`config.mk`:
```
export PLATFORM = sky130hd
export DESIGN_NAME = j101_wbck_arbiter_flat
export DESIGN_NICKNAME = d
export VERILOG_FILES = /design/src/rtl/j101_wbck_arbiter_pkg.sv /design/src/rtl/j101_wbck_arbiter_if.sv /design/src/rtl/j101_wbck_stage.sv /design/src/rtl/j101_wbck_arbiter.sv /design/src/flat_wrapper.sv
export VERILOG_INCLUDE_DIRS = /design/src /design/src/rtl
export SDC_FILE = /design/constraint.sdc
export NUM_CORES = 1
export LEC_CHECK = 0
export ABC_CLOCK_PERIOD_IN_PS = 1800
export BUFFER_PORTS_ARGS = -buffer_cell sky130_fd_sc_hd__buf_2
export CORE_ASPECT_RATIO = 0.5
export CORE_MARGIN = 8
export CORE_UTILIZATION = 42
export CTS_BUF_LIST = sky130_fd_sc_hd__clkbuf_4 sky130_fd_sc_hd__clkbuf_8 sky130_fd_sc_hd__clkbuf_16
export CTS_CLUSTER_DIAMETER = 30
export DETAILED_ROUTE_END_ITERATION = 6
export PLACE_DENSITY = 0.74
export SETUP_SLACK_MARGIN = 0.3
export SLEW_MARGIN = 30
export SYNTH_ARGS = -nofsm -noshare
export SYNTH_HDL_FRONTEND = slang
export SYNTH_SLANG_ARGS = --single-unit
```
`constraint.sdc`:
```
create_clock -name clk -period 1.8 [get_ports clk]
set_clock_uncertainty 0.15 [all_clocks]
set_input_delay 0.27 -clock clk [delete_from_list [all_inputs] [get_ports clk]]
set_output_delay 0.27 -clock clk [all_outputs]
set_load 0.02 [all_outputs]
```
`src/rtl/j101_defines.v`:
```
// Core-wide width definitions shared by the J101 pipeline.
`ifndef J101_DEFINES_V
`define J101_DEFINES_V
`define J101_XLEN        32
`define J101_RFIDX_WIDTH 5
`endif

```
`src/rtl/j101_wbck_arbiter_pkg.sv`:
```
// Types shared by the write-back arbiter, its output stage and its bus interface.
`include "j101_defines.v"

package j101_wbck_arbiter_pkg;

    localparam int XLEN    = `J101_XLEN;
    localparam int RFIDX_W = `J101_RFIDX_WIDTH;

    typedef logic [XLEN-1:0]    xlen_t;
    typedef logic [RFIDX_W-1:0] rfidx_t;

    // Which requester owns the register-file write port this cycle.
    typedef enum logic [1:0] {
        GNT_NONE = 2'd0,
        GNT_ALU  = 2'd1,
        GNT_LSU  = 2'd2
    } gnt_e;

    // x0 is hard-wired to zero, so writes to it are dropped.
    function automatic logic is_x0(input rfidx_t idx);
        return idx == '0;
    endfunction

endpackage

```
`src/rtl/j101_wbck_arbiter_if.sv`:
```
// Write-back bus: two requesters (ALU, LSU) and the register-file write port.
interface j101_wbck_arbiter_if;
    import j101_wbck_arbiter_pkg::*;

    logic   alu_wbck_valid;
    logic   alu_wbck_ready;
    rfidx_t alu_wbck_idx;
    xlen_t  alu_wbck_dat;

    logic   lsu_wbck_valid;
    logic   lsu_wbck_ready;
    rfidx_t lsu_wbck_idx;
    xlen_t  lsu_wbck_dat;

    logic   rf_wbck_wen;
    rfidx_t rf_wbck_idx;
    xlen_t  rf_wbck_dat;

    // Arbiter side.
    modport slave (
        input  alu_wbck_valid, alu_wbck_idx, alu_wbck_dat,
        input  lsu_wbck_valid, lsu_wbck_idx, lsu_wbck_dat,
        output alu_wbck_ready, lsu_wbck_ready,
        output rf_wbck_wen, rf_wbck_idx, rf_wbck_dat
    );

    // Requester / register-file side.
    modport master (
        output alu_wbck_valid, alu_wbck_idx, alu_wbck_dat,
        output lsu_wbck_valid, lsu_wbck_idx, lsu_wbck_dat,
        input  alu_wbck_ready, lsu_wbck_ready,
        input  rf_wbck_wen, rf_wbck_idx, rf_wbck_dat
    );

endinterface

```
`src/rtl/j101_wbck_stage.sv`:
```
// Single register stage between the arbiter and the register-file write port.
// idx/dat only load on a real write, so they hold their value while wen is low.
module j101_wbck_stage
    import j101_wbck_arbiter_pkg::*;
(
    input  logic   clk,
    input  logic   rst,
    input  logic   hs_p0,
    input  rfidx_t idx_p0,
    input  xlen_t  dat_p0,
    output logic   wen_p1,
    output rfidx_t idx_p1,
    output xlen_t  dat_p1
);

    logic wr_p0;

    assign wr_p0 = hs_p0 && !is_x0(idx_p0);

    // Write enable pulses for exactly one cycle after each non-x0 handshake.
    always_ff @(posedge clk or posedge rst) begin
        if (rst) begin
            wen_p1 <= 1'b0;
        end else begin
            wen_p1 <= wr_p0;
        end
    end

    // Capture index and data of the accepted write; hold otherwise.
    always_ff @(posedge clk or posedge rst) begin
        if (rst) begin
            idx_p1 <= '0;
            dat_p1 <= '0;
        end else if (wr_p0) begin
            idx_p1 <= idx_p0;
            dat_p1 <= dat_p0;
        end
    end

endmodule

```
`src/rtl/j101_wbck_arbiter.sv`:
```
// Write-back arbiter: shares one register-file write port between ALU and LSU.
// LSU wins contention, except that an ALU denied STARVE_LIMIT cycles in a row
// is forced through on the next contended cycle.
module j101_wbck_arbiter
    import j101_wbck_arbiter_pkg::*;
#(
    parameter int STARVE_LIMIT = 4
) (
    input  logic                clk,
    input  logic                rst,
    j101_wbck_arbiter_if.slave  wb
);

    localparam int CNT_W = $clog2(STARVE_LIMIT + 1);
    localparam logic [CNT_W-1:0] CNT_MAX = CNT_W'(STARVE_LIMIT);

    logic [CNT_W-1:0] starve_cnt;
    gnt_e             gnt;
    logic             force_alu;
    logic             hs_p0;
    rfidx_t           idx_p0;
    xlen_t            dat_p0;

    assign force_alu = (starve_cnt == CNT_MAX);

    // Grant decision: purely from the valids and the starvation counter;
    // nothing is granted while reset is held.
    always_comb begin
        gnt = GNT_NONE;
        if (!rst) begin
            if (wb.alu_wbck_valid && (!wb.lsu_wbck_valid || force_alu)) begin
                gnt = GNT_ALU;
            end else if (wb.lsu_wbck_valid) begin
                gnt = GNT_LSU;
            end
        end
    end

    assign wb.alu_wbck_ready = (gnt == GNT_ALU);
    assign wb.lsu_wbck_ready = (gnt == GNT_LSU);

    // Select the granted requester's payload for the output stage.
    always_comb begin
        hs_p0  = (gnt != GNT_NONE);
        idx_p0 = wb.alu_wbck_idx;
        dat_p0 = wb.alu_wbck_dat;
        if (gnt == GNT_LSU) begin
            idx_p0 = wb.lsu_wbck_idx;
            dat_p0 = wb.lsu_wbck_dat;
        end
    end

    // Count consecutive cycles the ALU waits; saturate at the limit and clear
    // once the ALU gets through or withdraws its request.
    always_ff @(posedge clk or posedge rst) begin
        if (rst) begin
            starve_cnt <= '0;
        end else if (wb.alu_wbck_valid && (gnt != GNT_ALU)) begin
            if (!force_alu) begin
                starve_cnt <= starve_cnt + 1'b1;
            end
        end else begin
            starve_cnt <= '0;
        end
    end

    j101_wbck_stage u_stage (
        .clk    (clk),
        .rst    (rst),
        .hs_p0  (hs_p0),
        .idx_p0 (idx_p0),
        .dat_p0 (dat_p0),
        .wen_p1 (wb.rf_wbck_wen),
        .idx_p1 (wb.rf_wbck_idx),
        .dat_p1 (wb.rf_wbck_dat)
    );

endmodule
```
`src/flat_wrapper.sv`:
```
// flat-port wrapper written by rule: the top's interface ports become plain ports
module j101_wbck_arbiter_flat import j101_wbck_arbiter_pkg::*;
#(
    parameter int STARVE_LIMIT = 4
)
  (clk, rst, wb_alu_wbck_valid, wb_alu_wbck_idx, wb_alu_wbck_dat, wb_lsu_wbck_valid, wb_lsu_wbck_idx, wb_lsu_wbck_dat, wb_alu_wbck_ready, wb_lsu_wbck_ready, wb_rf_wbck_wen, wb_rf_wbck_idx, wb_rf_wbck_dat);
  j101_wbck_arbiter_if wb_i ();
  input  logic clk;
  input  logic rst;
  input wire logic [$bits(wb_i.alu_wbck_valid)-1:0] wb_alu_wbck_valid;
  input wire logic [$bits(wb_i.alu_wbck_idx)-1:0] wb_alu_wbck_idx;
  input wire logic [$bits(wb_i.alu_wbck_dat)-1:0] wb_alu_wbck_dat;
  input wire logic [$bits(wb_i.lsu_wbck_valid)-1:0] wb_lsu_wbck_valid;
  input wire logic [$bits(wb_i.lsu_wbck_idx)-1:0] wb_lsu_wbck_idx;
  input wire logic [$bits(wb_i.lsu_wbck_dat)-1:0] wb_lsu_wbck_dat;
  output wire logic [$bits(wb_i.alu_wbck_ready)-1:0] wb_alu_wbck_ready;
  output wire logic [$bits(wb_i.lsu_wbck_ready)-1:0] wb_lsu_wbck_ready;
  output wire logic [$bits(wb_i.rf_wbck_wen)-1:0] wb_rf_wbck_wen;
  output wire logic [$bits(wb_i.rf_wbck_idx)-1:0] wb_rf_wbck_idx;
  output wire logic [$bits(wb_i.rf_wbck_dat)-1:0] wb_rf_wbck_dat;
  assign wb_i.alu_wbck_valid = wb_alu_wbck_valid;
  assign wb_i.alu_wbck_idx = wb_alu_wbck_idx;
  assign wb_i.alu_wbck_dat = wb_alu_wbck_dat;
  assign wb_i.lsu_wbck_valid = wb_lsu_wbck_valid;
  assign wb_i.lsu_wbck_idx = wb_lsu_wbck_idx;
  assign wb_i.lsu_wbck_dat = wb_lsu_wbck_dat;
  assign wb_alu_wbck_ready = wb_i.alu_wbck_ready;
  assign wb_lsu_wbck_ready = wb_i.lsu_wbck_ready;
  assign wb_rf_wbck_wen = wb_i.rf_wbck_wen;
  assign wb_rf_wbck_idx = wb_i.rf_wbck_idx;
  assign wb_rf_wbck_dat = wb_i.rf_wbck_dat;
  j101_wbck_arbiter #(.STARVE_LIMIT(STARVE_LIMIT)) u_core (.clk(clk), .rst(rst), .wb(wb_i));
endmodule
```
==> impl_metrics.env <==
export IMPL_status="completed"
export IMPL_grt_util_met2_pct=31.2
export IMPL_grt_antenna_before_repair=0
export IMPL_clk_latency_ns=0.27
export IMPL_yosys_warnings=0
export IMPL_core_um2=5930
export IMPL_async_flop_share_pct=100
export IMPL_finalSetupViolCount=0
export IMPL_wl_per_cell_um=17.2
export IMPL_p_leak_uw=0.00174
export IMPL_fmax_mhz=560
export IMPL_finalCriticalPeriod_ns=1.79
export IMPL_fp_dieW_um=126
export IMPL_hold_slack_ns=0.0777
export IMPL_port_buffers=117
export IMPL_netlist_instances=235
export IMPL_maxSlewViolCount=0
export IMPL_dieArea_um2=8900
export IMPL_routed_via_density=5.15
export IMPL_power_density_nw_per_um2=781
export IMPL_clk_pin_slew_worst_paths_ns=0.06
export IMPL_cts_tree="built"
export IMPL_antenna_cells=0
export IMPL_syn_to_final_growth_pct=50.0
export IMPL_grtUsageMet3_pct=5.17
export IMPL_grt_max_degree=43
export IMPL_track_usage_pct=16.0
export IMPL_cts_buffers=5
export IMPL_r2r_cells=7
export IMPL_holdBufCountCts=0
export IMPL_synth_nets=315
export IMPL_yosysUniqueCellTypes=32
export IMPL_r2r_slack_ns=0.01
export IMPL_drc=0
export IMPL_ios=118
export IMPL_grt_pass1_wl_mm=11.8
export IMPL_r2r_end="u_core.u_stage.idx_p1[4]"
export IMPL_die_h_um=70.8
export IMPL_timing_rr_start="u_core.starve_cnt[0]"
export IMPL_drt_pass1_iterations=4
export IMPL_grt_use_met1_pct=16.1
export IMPL_start_util_pct=42.6
export IMPL_first_global_vias=2523
export IMPL_rsz0062_at_grt="true"
export IMPL_routed_wl_mm=7.71
export IMPL_start_kind="register"
export IMPL_drive_above_1_share_pct=63.5
export IMPL_htreeDepth=2
export IMPL_max_cap_violations=0
export IMPL_busiest_layer="met2"
export IMPL_synth_edf_count=0
export IMPL_nFillCells=477
export IMPL_final_common_cell="buf_2"
export IMPL_rows=20
export IMPL_final_cell_mix="buf_2, dfrtp_1, inv_1"
export IMPL_yosysSeqAreaShare_pct=40.6
export IMPL_drt_iter0_drc=67
export IMPL_yosys_register_bits=41
export IMPL_slew_headroom_pct=63.3
export IMPL_layout_nets=450
export IMPL_max_clock_path_buffers=2
export IMPL_synthFlopType="dfrtp_1"
export IMPL_peakVddDrop_mv=0.570
export IMPL_dpl_hpwl_mm=5.60
export IMPL_worstPathMaxFanout=19
export IMPL_synth_top_area_share_pct=40.6
export IMPL_fin_util_pct=63.9
export IMPL_power_uw=2960
export IMPL_hold_viol=0
export IMPL_hold_path_class="input port to asynchronous set/reset pin"
export IMPL_yosys_area_top_type="dfrtp_1"
export IMPL_avgSynthCellArea_um2=10.7
export IMPL_clock_sinks=41
export IMPL_timing_final_crit_share_pct=99.2
export IMPL_crit_required_ns=1.80
export IMPL_arrival_ns=1.78
export IMPL_gr_total_overflow=0
export IMPL_crit_type="register to register"
export IMPL_cts_root_buf="clkbuf_16"
export IMPL_place_congestion=0.853
export IMPL_ant_nets=0
export IMPL_syn_cell_area_um2=2520
export IMPL_ys_top_cells_by_area="dfrtp_1, a221oi_2, mux2i_1"
export IMPL_dr_total_vias=2304
export IMPL_tightest_slew_ns=0.551
export IMPL_critPathCaptureType="register"
==> layout make-up <==
cell class / count / area [um^2] / share of cell area, %
clock buffers: 7 / 146 / 3.87
inverters: 42 / 168 / 4.43
multi-input cells: 137 / 1480 / 38.9
flip-flops and latches: 41 / 1030 / 27.1
well taps: 77 / 96.3 / 2.54
repair buffers: 143 / 876 / 23.1
==> per-layer routing <==
layer / vias up / share of wire (%)
li1: 1108 / -
met1: 1132 / 37
met2: 54 / 56
met3: 10 / 5.6
met4: 0 / 1.5
met5: - / 0
==> critical path, stage by stage, from the launching register on <==
cell	delay (ns)
dfrtp_1	0.40
inv_2	0.08
ha_4	0.15
nand2_2	0.06
a221o_2	0.42
buf_12	0.18
nor2_1	0.14
a211oi_2	0.06
==> registers in the layout, summed over array words and instances, names as in the netlist <==
signal	cells
u_core.u_stage.dat_p1	32
u_core.u_stage.idx_p1	5
u_core.starve_cnt	3
u_core.u_stage.wen_p1	1
==> power by group <==
group          switching [uW]  total, uW  internal, uW
Combinational             517        926           409
Sequential               96.8       1140          1050
Clock                     332        891           559
Total                     946       2960          2010
==> what timing repair did <==
action                     CTS  global route
setup endpoints to repair   40            41
buffers inserted             5             9
pin swaps                    4             8
resized for setup           15            23
==> per-stage QoR <==
step | TNS (ns) | worst slack [ns] | area (um^2) | cells
6_report | 0 | 0.0144 | 3790 | 447
5_1_grt | -0.0864 | -0.0278 | 3790 | 447
4_1_cts | 0 | 0.0412 | 3580 | 438
3_5_place_dp | -0.144 | -0.0484 | 3340 | 426
3_3_place_gp | 0 | 0.0187 | 3340 | 426
2_1_floorplan | 0 | 0.103 | 2670 | 235
==> worst max-delay path by stage <==
stage | from | end | slack (ns) | cells past startpoint
final | u_core.starve_cnt[0] | u_core.u_stage.idx_p1[4] | 0.01 | 7
after global routing | u_core.starve_cnt[0] | u_core.u_stage.idx_p1[4] | -0.03 | 7
after CTS | u_core.starve_cnt[0] | wb_alu_wbck_ready | 0.04 | 6
after detailed placement | u_core.starve_cnt[0] | u_core.u_stage.dat_p1[24] | -0.05 | 7
after global placement | u_core.starve_cnt[0] | u_core.u_stage.dat_p1[25] | 0.02 | 7
after floorplan | u_core.starve_cnt[0] | u_core.u_stage.dat_p1[10] | 0.10 | 8
==> kinds of logic after synthesis <==
family,Yosys count,share of synthesized area (%)
AO/OA/AOI/OAI,52,23.7
adder cells (fa/ha/maj),2,0.991
buffers and inverters,57,12.1
flip-flops,41,40.6
multiplexers,35,13.9
AND/OR/NAND/NOR,48,8.67
==> cell usage after synthesis, types with 3 or more instances <==
library cell  count
buf_6             4
mux2i_1          34
nor2_1           37
a221oi_1          4
buf_4             3
dfrtp_1          41
a21oi_1           3
inv_1            40
a221oi_2         28
buf_2             5
a211oi_1          8
(Power assumes the default switching activity.)
